### src/rtl/cim_share_arbiter_pkg.sv
// Shared types and helpers for the CIM crossbar share arbiter.
// Holds the FSM state enum and the round-robin first-set search.
package cim_arb_pkg;

    typedef enum logic [2:0] {
        s_arb_reset     = 3'd0,
        s_arb_idle      = 3'd1,
        s_arb_grant     = 3'd2,
        s_arb_start     = 3'd3,
        s_arb_wait_busy = 3'd4,
        s_arb_wait_done = 3'd5
    } t_cim_arb_state;

    localparam int unsigned MAX_REQ = 32;
    localparam int unsigned MAX_IDXW = 5;

    function automatic int unsigned clog2w(input int unsigned n);
        return (n <= 1) ? 1 : $clog2(n);
    endfunction

    // First set bit at or after ptr, wrapping at n; ptr must be below n.
    function automatic int unsigned rr_first_set(
        input logic [MAX_REQ-1:0] req,
        input int unsigned        n,
        input int unsigned        ptr
    );
        int unsigned idx;
        int unsigned res;
        logic        found;
        res   = 0;
        found = 1'b0;
        for (int unsigned k = 0; k < MAX_REQ; k++) begin
            if (!found && k < n) begin
                idx = ptr + k;
                if (idx >= n) idx = idx - n;
                if (req[idx[MAX_IDXW-1:0]]) begin
                    res   = idx;
                    found = 1'b1;
                end
            end
        end
        return res;
    endfunction

endpackage

### src/rtl/cim_share_arbiter_picker.sv
// Combinational round-robin picker: first requester at/after the pointer.
// Valid whenever any request is present.
module rr_priority_picker
    import cim_arb_pkg::*;
#(
    parameter int N  = 4,
    parameter int PW = 2
) (
    input  logic [N-1:0]  req_i,
    input  logic [PW-1:0] ptr_i,
    output logic          valid_o,
    output logic [PW-1:0] idx_o
);

    logic [MAX_REQ-1:0] req_ext;

    always_comb begin
        req_ext        = '0;
        req_ext[N-1:0] = req_i;
        valid_o        = |req_i;
        idx_o          = PW'(rr_first_set(req_ext, N, 32'(ptr_i)));
    end

endmodule

### src/rtl/cim_share_arbiter.sv
// Round-robin sharing of one CIM crossbar between several func units.
// Optional grant watchdog enabled by defining CIM_ARB_TIMEOUT_EN.
module cim_share_arbiter
    import cim_arb_pkg::*;
#(
    parameter int num_requesters  = 4,
    parameter int xbar_size       = 256,
    parameter int datatype_size   = 8,
    parameter int max_hold_cycles = 1024
) (
    input  logic                                      clk,
    input  logic                                      rst,
    input  logic [num_requesters-1:0]                 i_req,
    input  logic [num_requesters-1:0]                 i_done,
    input  logic [num_requesters-1:0]                 i_cim_we,
    input  logic [num_requesters*$clog2(xbar_size)-1:0] i_cim_addr,
    input  logic [num_requesters*datatype_size-1:0]   i_cim_data,
    output logic [num_requesters-1:0]                 o_grant,
    output logic [$clog2(num_requesters)-1:0]         o_grant_id,
    output logic                                      o_cim_we,
    output logic [$clog2(xbar_size)-1:0]              o_cim_addr,
    output logic [datatype_size-1:0]                  o_cim_data,
    output logic                                      o_cim_start,
    input  logic                                      i_cim_busy,
    output logic [num_requesters-1:0]                 o_done,
    output logic                                      o_timeout
);

    localparam int IW = $clog2(num_requesters);
    localparam int AW = $clog2(xbar_size);
    localparam int DW = datatype_size;

    t_cim_arb_state            state_q;
    logic [num_requesters-1:0] grant_q;
    logic [IW-1:0]             gid_q;
    logic [IW-1:0]             ptr_q;
    logic [IW-1:0]             ptr_d;
    logic                      start_q;
    logic [num_requesters-1:0] done_q;
    logic                      pick_valid;
    logic [IW-1:0]             pick_idx;
    logic                      done_sel;

    rr_priority_picker #(
        .N  (num_requesters),
        .PW (IW)
    ) u_picker (
        .req_i   (i_req),
        .ptr_i   (ptr_q),
        .valid_o (pick_valid),
        .idx_o   (pick_idx)
    );

    // grant_q is one-hot, so this only sees the granted unit's i_done
    assign done_sel = |(i_done & grant_q);
    assign ptr_d = (gid_q == IW'(num_requesters - 1)) ? '0 : gid_q + 1'b1;

`ifdef CIM_ARB_TIMEOUT_EN
    localparam int WDW = clog2w(max_hold_cycles);
    localparam logic [WDW-1:0] WD_LAST = WDW'(max_hold_cycles - 1);
    logic [WDW-1:0] wd_q;
    logic           timeout_q;
    assign o_timeout = timeout_q;
`else
    assign o_timeout = 1'b0;
`endif

    always_ff @(posedge clk) begin
        if (rst) begin
            state_q <= s_arb_reset;
            grant_q <= '0;
            gid_q   <= '0;
            ptr_q   <= '0;
            start_q <= 1'b0;
            done_q  <= '0;
`ifdef CIM_ARB_TIMEOUT_EN
            wd_q      <= '0;
            timeout_q <= 1'b0;
`endif
        end else begin
            start_q <= 1'b0;
            done_q  <= '0;
`ifdef CIM_ARB_TIMEOUT_EN
            wd_q      <= '0;
            timeout_q <= 1'b0;
`endif
            case (state_q)
                s_arb_reset: state_q <= s_arb_idle;
                s_arb_idle: begin
                    if (pick_valid) begin
                        grant_q <= num_requesters'(1) << pick_idx;
                        gid_q   <= pick_idx;
                        state_q <= s_arb_grant;
                    end
                end
                s_arb_grant: begin
                    if (done_sel) begin
                        start_q <= 1'b1;
                        state_q <= s_arb_start;
                    end
`ifdef CIM_ARB_TIMEOUT_EN
                    else if (wd_q == WD_LAST) begin
                        timeout_q <= 1'b1;
                        grant_q   <= '0;
                        gid_q     <= '0;
                        ptr_q     <= ptr_d;
                        state_q   <= s_arb_idle;
                    end else begin
                        wd_q <= wd_q + 1'b1;
                    end
`endif
                end
                s_arb_start: state_q <= s_arb_wait_busy;
                s_arb_wait_busy: begin
                    if (i_cim_busy) state_q <= s_arb_wait_done;
                end
                s_arb_wait_done: begin
                    if (!i_cim_busy) begin
                        done_q  <= grant_q;
                        grant_q <= '0;
                        gid_q   <= '0;
                        ptr_q   <= ptr_d;
                        state_q <= s_arb_idle;
                    end
                end
                default: begin
                    grant_q <= '0;
                    gid_q   <= '0;
                    state_q <= s_arb_reset;
                end
            endcase
        end
    end

    always_comb begin
        o_cim_we   = 1'b0;
        o_cim_addr = '0;
        o_cim_data = '0;
        if (state_q == s_arb_grant) begin
            for (int u = 0; u < num_requesters; u++) begin
                if (grant_q[u]) begin
                    o_cim_we   = i_cim_we[u];
                    o_cim_addr = i_cim_addr[u*AW +: AW];
                    o_cim_data = i_cim_data[u*DW +: DW];
                end
            end
        end
    end

    assign o_grant     = grant_q;
    assign o_grant_id  = gid_q;
    assign o_cim_start = start_q;
    assign o_done      = done_q;

endmodule
### config.mk
export PLATFORM = sky130hd
export DESIGN_NAME = cim_share_arbiter
export DESIGN_NICKNAME = d
export VERILOG_FILES = /design/src/rtl/cim_share_arbiter_pkg.sv /design/src/rtl/cim_share_arbiter_picker.sv /design/src/rtl/cim_share_arbiter.sv
export SDC_FILE = /design/constraint.sdc
export NUM_CORES = 1
export LEC_CHECK = 0
export BUFFER_PORTS_ARGS = -buffer_cell sky130_fd_sc_hd__buf_4
export CAP_MARGIN = 20
export CORE_ASPECT_RATIO = 0.7
export CORE_MARGIN = 2
export CORE_UTILIZATION = 44
export CTS_CLUSTER_DIAMETER = 40
export DETAILED_ROUTE_END_ITERATION = 8
export GPL_TIMING_DRIVEN = 0
export PLACE_DENSITY_LB_ADDON = 0.3
export SLEW_MARGIN = 30
export SYNTH_ARGS = -nofsm -noshare
export SYNTH_HDL_FRONTEND = slang
export SYNTH_SLANG_ARGS = --single-unit
### constraint.sdc
create_clock -name clk -period 5.7 [get_ports clk]
set_input_delay 0.57 -clock clk [delete_from_list [all_inputs] [get_ports clk]]
set_output_delay 0.57 -clock clk [all_outputs]
set_load 0.02 [all_outputs]
; After elaboration in Yosys (flattened, before gate mapping)
; Cells that the tools add are included.
[op_classes]
bitwise = 5
shift = 1
n_reduce_logical = 9
n_lt_le_gt_ge = 8
n_eq_ne = 10
n_mux = 55
n_addsub = 8
[op_table]
columns = op, n
row1 = "greater-or-equal comparator 32 x 3 -> 1 bit, second input constant", 3
row2 = 2-to-1 mux 8 bit, 10
row3 = 2-to-1 mux 5 bit, 7
row4 = "less-than comparator 5 x 6 -> 1 bit, second input constant", 4
row5 = binary-select mux 1 bit (select 5 bit), 4
row6 = 2-to-1 mux 2 bit, 10
row7 = one-hot mux 3 bit (6 select lines), 1
row8 = 2-to-1 mux 1 bit, 15
row9 = 2-to-1 mux 3 bit, 4
row10 = one-hot mux 4 bit (3 select lines), 1
row11 = OR reduction 4 bit, 3
row12 = "subtractor 3 x 3 -> 4 bit, second input constant", 3
row13 = 2-to-1 mux 4 bit, 2
row14 = "inequality test 2 bit, second input constant", 4
row15 = "adder 2 x 2 -> 3 bit, second input constant", 2
row16 = "== test 3 x 2 -> 1 bit, second input constant", 2
row17 = "== test 3 bit, second input constant", 2
row18 = one-hot mux 2 bit (3 select lines), 1
row19 = AND 4 bit, 1
row20 = inverter 1 bit, 4
row21 = AND reduction 4 bit, 1
row22 = "left shift 1 x 2 -> 4 bit, first input constant", 1
row23 = "subtractor 2 x 3 -> 4 bit, second input constant", 1
row24 = "adder 2 x 1 -> 3 bit, second input constant", 1
row25 = other kinds (9), 9
[totals]
reg_bits = 16

; Depth between registers and ports, before layout
; Gate-level depths: netlist of run 1.
[depth]
ltp_word = 23
depth_mapped = 9

; Modules after synthesis
; From an unflattened synthesis of run 1, not the netlist that was laid out.
[hier_totals]
cells_unflattened = 187
hier_area_um2 = 1656.6
[modules_own_cells]
columns = mod, n_inst, area_per_inst_um2, cells_each
row1 = cim_share_arbiter, 1, 1358.8, 153
row2 = rr_priority_picker, 1, 297.8, 34

; Worst setup path before layout of run 1
; No wires, ideal clock.
[synth_path]
kind = register -> output
start = register grant_q[0], in the netlist o_grant[0]
end = output o_cim_data[1]
setup_slack_ns = 3.393
required_time_ns = 5.130
t_arrival_ns = 1.737
path_buffers = 2
path_stages_with_launch = 8
path_cell_list = dfxtp_1 > nor2b_1 > clkbuf_1 > clkbuf_1 > a221oi_1 > nor3_1 > a21oi_1 > nor2_1
[synth_between]
elab_chain_cells = 5
[synth_lines]
columns = item, line
row1 = from (decl), cim_share_arbiter.sv:34  ; logic [num_requesters-1:0] grant_q;
row2 = from (signal assigned), cim_share_arbiter.sv:91  ; grant_q <= num_requesters'(1) << pick_idx;
row3 = 2-to-1 mux 8 bit (4 in a row), cim_share_arbiter.sv:141  ; if (grant_q[u]) begin
row4 = 2-to-1 mux 8 bit, cim_share_arbiter.sv:139  ; if (state_q == s_arb_grant) begin
row5 = to (decl), cim_share_arbiter.sv:22  ; output logic [datatype_size-1:0] o_cim_data,
; Every way passes these cells.

; Worst setup path after layout of run 1
[layout_path]
start = register grant_q[0], in the netlist o_grant[0]
end = output o_cim_addr[1]
[layout_between]
elab_chain_cells = 5
[layout_lines]
columns = item, line
row1 = 2-to-1 mux 8 bit (4 in a row), cim_share_arbiter.sv:141
row2 = 2-to-1 mux 8 bit, cim_share_arbiter.sv:139
row3 = to (decl), cim_share_arbiter.sv:21  ; output logic [$clog2(xbar_size)-1:0] o_cim_addr,
; Every way passes these cells.

==> results of run 1 <==
-- logic make-up after synthesis --
kind of cell | count (synthesis) | share of synthesized area [%]
compound gates | 59 | 27.8
fa+ha+maj | 5 | 4.14
mux | 8 | 6.46
buf+inv | 21 | 5.96
flops | 16 | 21.2
simple gates | 97 | 34.1
other cells | 1 | 0.248
-- state kept, by name (all words and copies together), names as in the netlist --
signal,cells
ptr_q,2
o_grant_id,2
state_q,3
o_done,4
o_cim_start,1
o_grant,4
-- synth_stat cells, drive strengths merged --
| cell type | number |
|---|---|
| a21boi | 1 |
| ha | 5 |
| dfxtp | 16 |
| nand3b | 2 |
| conb | 1 |
| a21oi | 24 |
| nand2b | 2 |
| or3b | 1 |
| nor2 | 26 |
| o21bai | 1 |
| o21ai | 3 |
| a221oi | 18 |
| o311ai | 1 |
| clkbuf | 14 |
| mux2i | 6 |
| inv | 4 |
| or3 | 4 |
| o211ai | 2 |
| and4 | 1 |
| and3 | 1 |
| a21o | 1 |
| nor4 | 1 |
| buf | 3 |
| mux2 | 1 |
| nand2 | 7 |
| or2 | 2 |
| a211oi | 5 |
| mux4 | 1 |
| nor2b | 21 |
| nor3 | 22 |
| and2 | 7 |
| a22oi | 1 |
| a22o | 1 |
| o211a | 1 |
-- final timing paths --
| check | slack, ps | to | startpoint |
|---|---|---|---|
| worst min-delay path | 490 | o_grant_id[1] | o_grant_id[1] |
| worst max register to register | 3200 | o_grant[3] | ptr_q[0] |
| worst min register to register | 490 | o_grant_id[1] | o_grant_id[1] |
| worst max-delay path | 2890 | o_cim_addr[1] | o_grant[0] |
-- where the power goes --
part,internal (mW),switching [mW],total [mW]
logic,0.0830,0.0768,0.160
clock network,0.0613,0.0395,0.101
registers,0.118,0.00904,0.127
-- routing by layer --
| metal | vias up | routed length (um) |
|---|---|---|
| met1 | 899 | 2210 |
| met2 | 98 | 2550 |
| met3 | 5 | 367 |
| met5 | - | 0 |
| met4 | 0 | 14 |
| li1 | 981 | - |
-- per-stage QoR --
stage / hold WS [ps] / util [%]
final: 490 / 75.3
after global routing: 539 / 75.3
after detailed placement: 480 / 73.6
after global placement: 474 / 73.6
after floorplan: 498 / -
after CTS: 489 / 75.3
-- worst max-delay path, stage by stage (launching register included) --
cell and delay [ps]:
dfxtp_1 470, nor2b_1 170, clkbuf_1 310, clkbuf_1 400, a221oi_1 150, nor3_1 180
a21oi_1 60, nor2_1 110, buf_4 150
-- final cells by class --
cell class                      instances  area [um2]  area share (%)
Buffer                                 17        75.1            3.10
Multi-Input combinational cell        170        1100            45.4
Clock buffer                            4        55.1            2.28
Sequential cell                        16         320            13.2
Tap cell                               47        58.8            2.43
Inverter                                4        15.0           0.620
Timing Repair Buffer                  106         796            32.9
==> summary.md, run 1 <==
| Metric | Value |
|---|---|
| Synthesized instance count | 207 |
| Crit path max fanout | 10 |
| Proportion of layout cells with a drive suffix above 1 | 38.5% |
| FILL cells | 273 |
| DR iter-0 viols | 65 |
| Reg2reg path depth | 9 |
| Leakage | 1.07 nW |
| Met1 usage | 33.5% |
| Worst Hold Class | reg -> reg |
| Htree depth | 1 |
| Syn Area/Cell | 7.30 um2 |
| Placed inst area | 2360 um2 |
| Crit Path Category | reg -> out |
| I/O pins | 108 |
| Leading cell type in the layout, fill and taps excluded | buf_4 |
| Status | finished, final reports clean |
| Core area | 3210 um2 |
| Vias in the first global route | 1909 |
| Post-CTS resize count | 0 |
| Post-DR vias/cell | 5.45 |
| Initial antenna violation count | 0 |
| Max Slew Vio Count | 0 |
| Port Buffers | 106 |
| Worst IR Drop VDD | 0.158 mV |
| Final worst setup slack | 2890 ps |
| Area contributors post-synth | dfxtp_1 (21%), a221oi_1 (10%), nor2b_1 (8.7%) |
| Pre-CTS setup slack | 3210 ps |
| Non-Filler Instances | 364 |
| Hold-fix buffers, CTS | 0 |
| Worst hold path depth | 2 |
| CTS sink cnt | 16 |
| Synth area leader | dfxtp_1 |
| Tot Pwr | 0.388 mW |
| Post-synthesis cell type count | 41 |
| Post-synthesis sequential area ratio | 21.2% |
| Seq cells post-synth | 16 |
| Fin. Hold Viols | 0 |
| GRT Max-Usage Layer | met2 |
| GRT overflow | 0 |
| Cell Pwr Density | 160 nW/um2 |
| Final Setup Violations | 0 |
| CTS tree | yes |
| Final design area excluding fillers | 2420 um2 |
| Syn_nets | 291 |
| Relative slew slack | 65.3% |
| Clk_lat worst skew | 250 ps |
| Clk_skew | 2.86 ps |
| Die Y | 53.0 um |
| Total number of vias | 1983 |
| Postcts setup bufs | 0 |
| Residual DRC | 0 |
| Max frequency | 355 MHz |
| Post-DP HPWL | 4.11 mm |
| Most frequent cells in the layout | buf_4 (107), nor2_1 (26), a21oi_1 (24) |
| Tot GR Track Use | 26.8% |
| Site Rows | 17 |
| Initial Util | 47.0% |
| Layout net count | 402 |
| WP data required | 5130 ps |
| Root Buffer | clkbuf_8 |
| GR Layer Usage met3 | 6.10% |
| DR WL/cell | 14.1 um |
| Ant diodes | 0 |
| Setup_tns | 0 ps |
| CTS buffer count | 3 |
| RSZ-0062 raised after global routing | false |
| Clock buffer depth | 2 |
| Pin count of the biggest net entering global routing | 11 |
| Worst-Margin Slew | 521 ps |
| Area growth syn-to-layout | 60.2% |
| Final estimated routing congestion in global placement | 0.952 |
| WL final | 5.15 mm |
| Worst path arrival time | 2240 ps |
| Die width | 74.0 um |
| Clock Pin Slew Worst Setup and Hold Paths | 60 ps |
| Total of max-cap violations | 0 |
| Period utilization | 49.4% |
| Synth top area share | 21.2% |
| Crit path capture type | primary output |
| M2 GR Usage | 47.9% |
| Ys Warns | 0 |
| First-pass GRT wire length | 8.17 mm |
| Cells after DPL | 360 |
| Antenna Nets Post-Route | 0 |
| CP startpoint kind | flop |
| Mapped cell area | 1510 um2 |
| Final Critical Period | 2810 ps |
| DRT Pass-1 Iters | 4 |
| Die area | 3920 um2 |
No activity file was read; power rests on OpenSTA's default activity.
==> inputs of run 2 (changes only) <==
--- a/config.mk
+++ b/config.mk
@@ -9,7 +9,7 @@
 export CAP_MARGIN = 20
 export CORE_ASPECT_RATIO = 0.7
 export CORE_MARGIN = 2
-export CORE_UTILIZATION = 44
+export CORE_UTILIZATION = 41
 export CTS_CLUSTER_DIAMETER = 40
 export DETAILED_ROUTE_END_ITERATION = 8
 export GPL_TIMING_DRIVEN = 0
==> constraint.sdc (replaced) <==
create_clock -name clk -period 2.8 [get_ports clk]
set_input_delay 0.28 -clock clk [delete_from_list [all_inputs] [get_ports clk]]
set_output_delay 0.28 -clock clk [all_outputs]
set_load 0.02 [all_outputs]
==> summary.md, run 2 (synthesis results as in run 1) <==
| Metric | Value |
|---|---|
| Initial Util | 42.7% (-4.3 points) |
| Area growth syn-to-layout | 60.5% |
| Leading cell type in the layout, fill and taps excluded | buf_4 |
| Hold-fix buffers, CTS | 0 (unchanged) |
| Crit Path Category | reg -> reg |
| Postcts setup bufs | 0 (unchanged) |
| WL final | 5.01 mm (-2.8%) |
| Most used cell, CP | inv_1 |
| GRT overflow | 0 (unchanged) |
| CP startpoint kind | flop |
| Met1 usage | 32.7% (-0.78 points) |
| Status | finished, final reports clean |
| DR WL/cell | 13.6 um (-3.6%) |
| Period utilization | 91.5% |
| Worst IR Drop VDD | 0.194 mV (+23%) |
| Worst path arrival time | 2730 ps (+490 ps) |
| Crit path max fanout | 10 (unchanged) |
| Fin. Hold Viols | 0 (unchanged) |
| Htree depth | 1 (unchanged) |
| Initial antenna violation count | 0 (unchanged) |
| Placed inst area | 2370 um2 (+0.16%) |
| Clock Pin Slew Worst Setup and Hold Paths | 60 ps (about the same) |
| Pre-CTS setup slack | 347 ps (-2870 ps) |
| CTS buffer count | 3 (unchanged) |
| Tot GR Track Use | 23.2% (-3.7 points) |
| Leakage | 1.07 nW (unchanged) |
| Worst path slowest cell | dfxtp_1 |
| FILL cells | 328 (+20%) |
| Clk_skew | 3.51 ps (+0.647 ps) |
| Root Buffer | clkbuf_8 |
| Ant diodes | 0 (unchanged) |
| WP data required | 2970 ps (-2160 ps) |
| Clock buffer depth | 2 (unchanged) |
| Pin count of the biggest net entering global routing | 11 (unchanged) |
| DRT Pass-1 Iters | 4 (unchanged) |
| Post-CTS resize count | 0 (unchanged) |
| Cell Chain, Critical Path | buf_6 > inv_1 > ha_1 > inv_1 > or3_1 > a21boi_0 > o311ai_2 > or2_4 > a211oi_2 |
| Clk_lat worst skew | 250 ps (about the same) |
| Cell Pwr Density | 325 nW/um2 (+100%) |
| Delay of the slowest critical-path stage | 440 ps (-30 ps) |
| I/O pins | 108 (unchanged) |
| Final Setup Violations | 0 (unchanged) |
| Port Buffers | 106 (unchanged) |
| Total number of vias | 1941 (-2.1%) |
| Max frequency | 390 MHz |
| Residual DRC | 0 (unchanged) |
| Worst hold margin | 337 ps (-153 ps) |
| CTS tree | yes |
| Post-layout util | 68.5% (-6.8 points) |
| Die width | 76.5 um (+3.4%) |
| RSZ-0062 raised after global routing | false |
| Final worst setup slack | 239 ps (-2650 ps) |
| Total of max-cap violations | 0 (unchanged) |
| Setup_tns | 0 ps (unchanged) |
| Worst Hold Class | in -> reg |
| Reg2reg path depth | 9 (unchanged) |
| Vias in the first global route | 1657 (-13%) |
| Final Critical Period | 2560 ps |
| Proportion of layout cells with a drive suffix above 1 | 38.5% (unchanged) |
| GRT Max-Usage Layer | met2 |
| First-pass GRT wire length | 7.74 mm (-5.2%) |
| Post-DR vias/cell | 5.29 (-2.9%) |
| Worst hold path depth | 3 (+1) |
| DR iter-0 viols | 137 (+110%) |
| Layout net count | 402 (unchanged) |
| Final design area excluding fillers | 2420 um2 (+0.15%) |
| Crit path capture type | flop |
| Final estimated routing congestion in global placement | 0.829 (-13%) |
| M2 GR Usage | 38.1% (-9.9 points) |
| Most frequent cells in the layout | buf_4 (107), nor2_1 (26), a21oi_1 (24) |
| GR Layer Usage met3 | 4.79% (-1.3 points) |
| Site Rows | 18 (+1) |
| Core area | 3540 um2 (+10%) |
| Worst-Margin Slew | 519 ps (-2.03 ps) |
| Antenna Nets Post-Route | 0 (unchanged) |
| CTS sink cnt | 16 (unchanged) |
| Max Slew Vio Count | 0 (unchanged) |
| Relative slew slack | 65.4% (+0.14 points) |
| Die area | 4190 um2 (+6.8%) |
| Die Y | 54.8 um (+3.3%) |
| Post-DP HPWL | 3.96 mm (-3.7%) |
==> run 2: cell counts in the layout (fill, tap and decap cells not counted) <==
No cell type changed its count.
==> run 2: final timing paths <==
check	slack, ps	end	start
setup / recovery	240	o_grant[3]	ptr_q[0]
hold reg to reg	490	o_grant_id[1]	o_grant_id[1]
hold / removal	340	o_grant[1]	rst
setup reg to reg	240	o_grant[3]	ptr_q[0]
==> run 2: worst max-delay path, delay by kind of cell, from the launching register on <==
family | cells | cell delay (ps)
and+or+nand+nor | 2 | 710
AOI/OAI and AO/OA | 3 | 660
buffers and inverters | 3 | 330
DFF | 1 | 440
adders and majority gates | 1 | 330
==> run 2: stage by stage <==
stage	instances	power [mW]
floorplan	207	0.440
global placement	363	0.580
detailed placement	363	0.584
CTS	367	0.787
global route	367	0.838
finish	367	0.788
==> run 2: routing by layer <==
layer / wire, um / vias up
li1: - / 977
met2: 2410 / 74
met4: 0 / 0
met5: 0 / -
met3: 328 / 0
met1: 2270 / 890
==> run 2: where the power goes <==
part / internal (mW) / total [mW] / leakage [nW] / switching [mW]
clock network: 0.125 / 0.205 / 0.0288 / 0.0798
registers: 0.241 / 0.258 / 0.130 / 0.0175
logic: 0.169 / 0.325 / 0.911 / 0.156
==> run 2: final cells by class <==
cell class / count / area (um2) / share of cell area [%]
plain buffers: 17 / 75.1 / 3.10
clock buffers: 4 / 55.1 / 2.27
multi-input cells: 170 / 1100 / 45.4
repair buffers: 106 / 796 / 32.8
inverters: 4 / 15.0 / 0.620
well taps: 50 / 62.6 / 2.58
flip-flops and latches: 16 / 320 / 13.2
==> inputs of run 3 (changes only) <==
--- a/config.mk
+++ b/config.mk
@@ -8,7 +8,6 @@
 export BUFFER_PORTS_ARGS = -buffer_cell sky130_fd_sc_hd__buf_4
 export CAP_MARGIN = 20
 export CORE_ASPECT_RATIO = 0.7
-export CORE_MARGIN = 2
 export CORE_UTILIZATION = 41
 export CTS_CLUSTER_DIAMETER = 40
 export DETAILED_ROUTE_END_ITERATION = 8
==> summary.md, run 3 (synthesis results as in run 1) <==
| Metric | Value |
|---|---|
| Vias in the first global route | 1739 (+4.9%) |
| Post-DP HPWL | 3.84 mm (-2.9%) |
| Total of max-cap violations | 0 (unchanged) |
| Status | finished, final reports clean |
| Final design area excluding fillers | 2420 um2 (unchanged) |
| Total number of vias | 1965 (+1.2%) |
| Area growth syn-to-layout | 60.5% (unchanged) |
| RSZ-0062 raised after global routing | false |
| Core area | 3510 um2 (-0.64%) |
| Worst hold margin | 314 ps (-23.1 ps) |
| Max Slew Vio Count | 0 (unchanged) |
| Clock buffer depth | 2 (unchanged) |
| Placed inst area | 2370 um2 (unchanged) |
| Worst hold path depth | 3 (unchanged) |
| Leakage | 1.07 nW (unchanged) |
| FF-to-FF End | o_grant[3] |
| Root Buffer | clkbuf_8 |
| CTS tree | yes |
| Final estimated routing congestion in global placement | 0.936 (+13%) |
| Most used cell, CP | inv_1 |
| Register-to-Register Setup Slack | 310 ps (+70 ps) |
| Cell Chain, Critical Path | buf_6 > inv_1 > ha_1 > inv_1 > or3_1 > a21boi_0 > o311ai_2 > or2_4 > a211oi_2 |
| Worst IR Drop VDD | 0.266 mV (+37%) |
| Initial Util | 43.0% (+0.27 points) |
| Port Buffers | 106 (unchanged) |
| DRT Pass-1 Iters | 4 (unchanged) |
| Pin count of the biggest net entering global routing | 11 (unchanged) |
| Ant diodes | 0 (unchanged) |
| Fin. Hold Viols | 0 (unchanged) |
| Final Setup Violations | 0 (unchanged) |
| I/O pins | 108 (unchanged) |
| Cell Pwr Density | 326 nW/um2 (+0.35%) |
| Post-DR vias/cell | 5.35 (+1.2%) |
| Clk_lat worst skew | 250 ps (about the same) |
| Setup_tns | 0 ps (unchanged) |
| Crit path capture type | flop |
| Worst path top cell family by delay | simple AND/OR/NAND/NOR gates |
| Final worst setup slack | 313 ps (+74.0 ps) |
| Hold EP | o_grant[0] |
| Crit Path Category | reg -> reg |
| DR iter-0 viols | 110 (-20%) |
| Htree depth | 1 (unchanged) |
| Layout net count | 402 (unchanged) |
| Period utilization | 88.8% (-2.6 points) |
| Worst path slowest cell | dfxtp_1 |
| Reg2reg path depth | 9 (unchanged) |
| Die Y | 52.8 um (-3.7%) |
| Hold-fix buffers, CTS | 0 (unchanged) |
| Proportion of layout cells with a drive suffix above 1 | 38.5% (unchanged) |
| Hold Path Origin | rst |
| R2r startpoint | ptr_q[0] |
| Clk_skew | 0.701 ps (-2.81 ps) |
| First-pass GRT wire length | 7.65 mm (-1.2%) |
| Antenna Nets Post-Route | 0 (unchanged) |
| Final Critical Period | 2490 ps (-74.0 ps) |
| WL final | 4.85 mm (-3.2%) |
| Cells after DPL | 363 (unchanged) |
| CTS sink cnt | 16 (unchanged) |
| Postcts setup bufs | 0 (unchanged) |
| Worst-Margin Slew | 528 ps (+9.25 ps) |
| Die width | 74.5 um (-2.6%) |
| Worst path arrival time | 2660 ps (-70 ps) |
| Delay of the slowest critical-path stage | 440 ps (about the same) |
| Most frequent cells in the layout | buf_4 (107), nor2_1 (26), a21oi_1 (24) |
| Residual DRC | 0 (unchanged) |
| Tot GR Track Use | 25.4% (+2.2 points) |
| WP data required | 2980 ps (about the same) |
| Max frequency | 402 MHz (+3.0%) |
| Crit path max fanout | 10 (unchanged) |
| Relative slew slack | 64.8% (-0.62 points) |
| Worst Hold Class | in -> reg |
| Site Rows | 18 (unchanged) |
| CTS buffer count | 3 (unchanged) |
| Clock Pin Slew Worst Setup and Hold Paths | 60 ps (about the same) |
| Initial antenna violation count | 0 (unchanged) |
| Die area | 3930 um2 (-6.2%) |
| Non-Filler Instances | 367 (unchanged) |
| CP startpoint kind | flop |
| GRT overflow | 0 (unchanged) |
| WP buf/inv | 3 (unchanged) |
| Leading cell type in the layout, fill and taps excluded | buf_4 |
| Post-CTS resize count | 0 (unchanged) |
| FILL cells | 308 (-6.1%) |
| Pre-CTS setup slack | 355 ps (+7.27 ps) |
| DR WL/cell | 13.2 um (-3.2%) |
## run 3: cell counts in the layout (fill, tap and decap cells not counted)
No cell type changed its count.
## run 3: worst reg2reg max path: stages (launching register included)
cell and delay, ps:
dfxtp_1 440, buf_6 180, inv_1 80, ha_1 350, inv_1 90, or3_1 440, a21boi_0 230, o311ai_2 130
or2_4 270, a211oi_2 210
## run 3: worst max-delay path by stage
stage | startpoint | depth (start not counted) | endpoint
5_1_grt | o_grant[0] | 8 | o_cim_data[4]
4_1_cts | ptr_q[0] | 9 | o_grant[3]
3_3_place_gp | ptr_q[0] | 9 | o_grant[3]
2_1_floorplan | ptr_q[0] | 9 | o_grant[3]
6_report | ptr_q[0] | 9 | o_grant[3]
3_5_place_dp | ptr_q[0] | 9 | o_grant[3]
## run 3: layer usage
metal	vias up	track usage (%)	wire length [um]
met5	-	0	0
met4	0	7.23	48
met3	6	6.54	351
met2	72	40.8	2320
met1	903	33.3	2120
li1	984	-	-
## run 3: final cells by class
class | count | area [um2] | share of cell area (%)
Tap cell | 50 | 62.6 | 2.58
Clock buffer | 4 | 55.1 | 2.27
Inverter | 4 | 15.0 | 0.620
Timing Repair Buffer | 106 | 796 | 32.8
Buffer | 17 | 75.1 | 3.10
Multi-Input combinational cell | 170 | 1100 | 45.4
Sequential cell | 16 | 320 | 13.2
## run 3: report_power, final
group | internal (mW) | switching, mW | total [mW] | leakage (nW)
clock | 0.125 | 0.0807 | 0.206 | 0.0288
sequential | 0.241 | 0.0173 | 0.258 | 0.130
combinational | 0.169 | 0.158 | 0.327 | 0.911
total | 0.535 | 0.256 | 0.791 | 1.07
## run 3: through the flow
step                      power, mW  utilization [%]
after floorplan               0.440                -
after global placement        0.580             67.4
after detailed placement      0.585             67.4
after CTS                     0.793             69.0
after global routing          0.839             69.0
final                         0.791             69.0
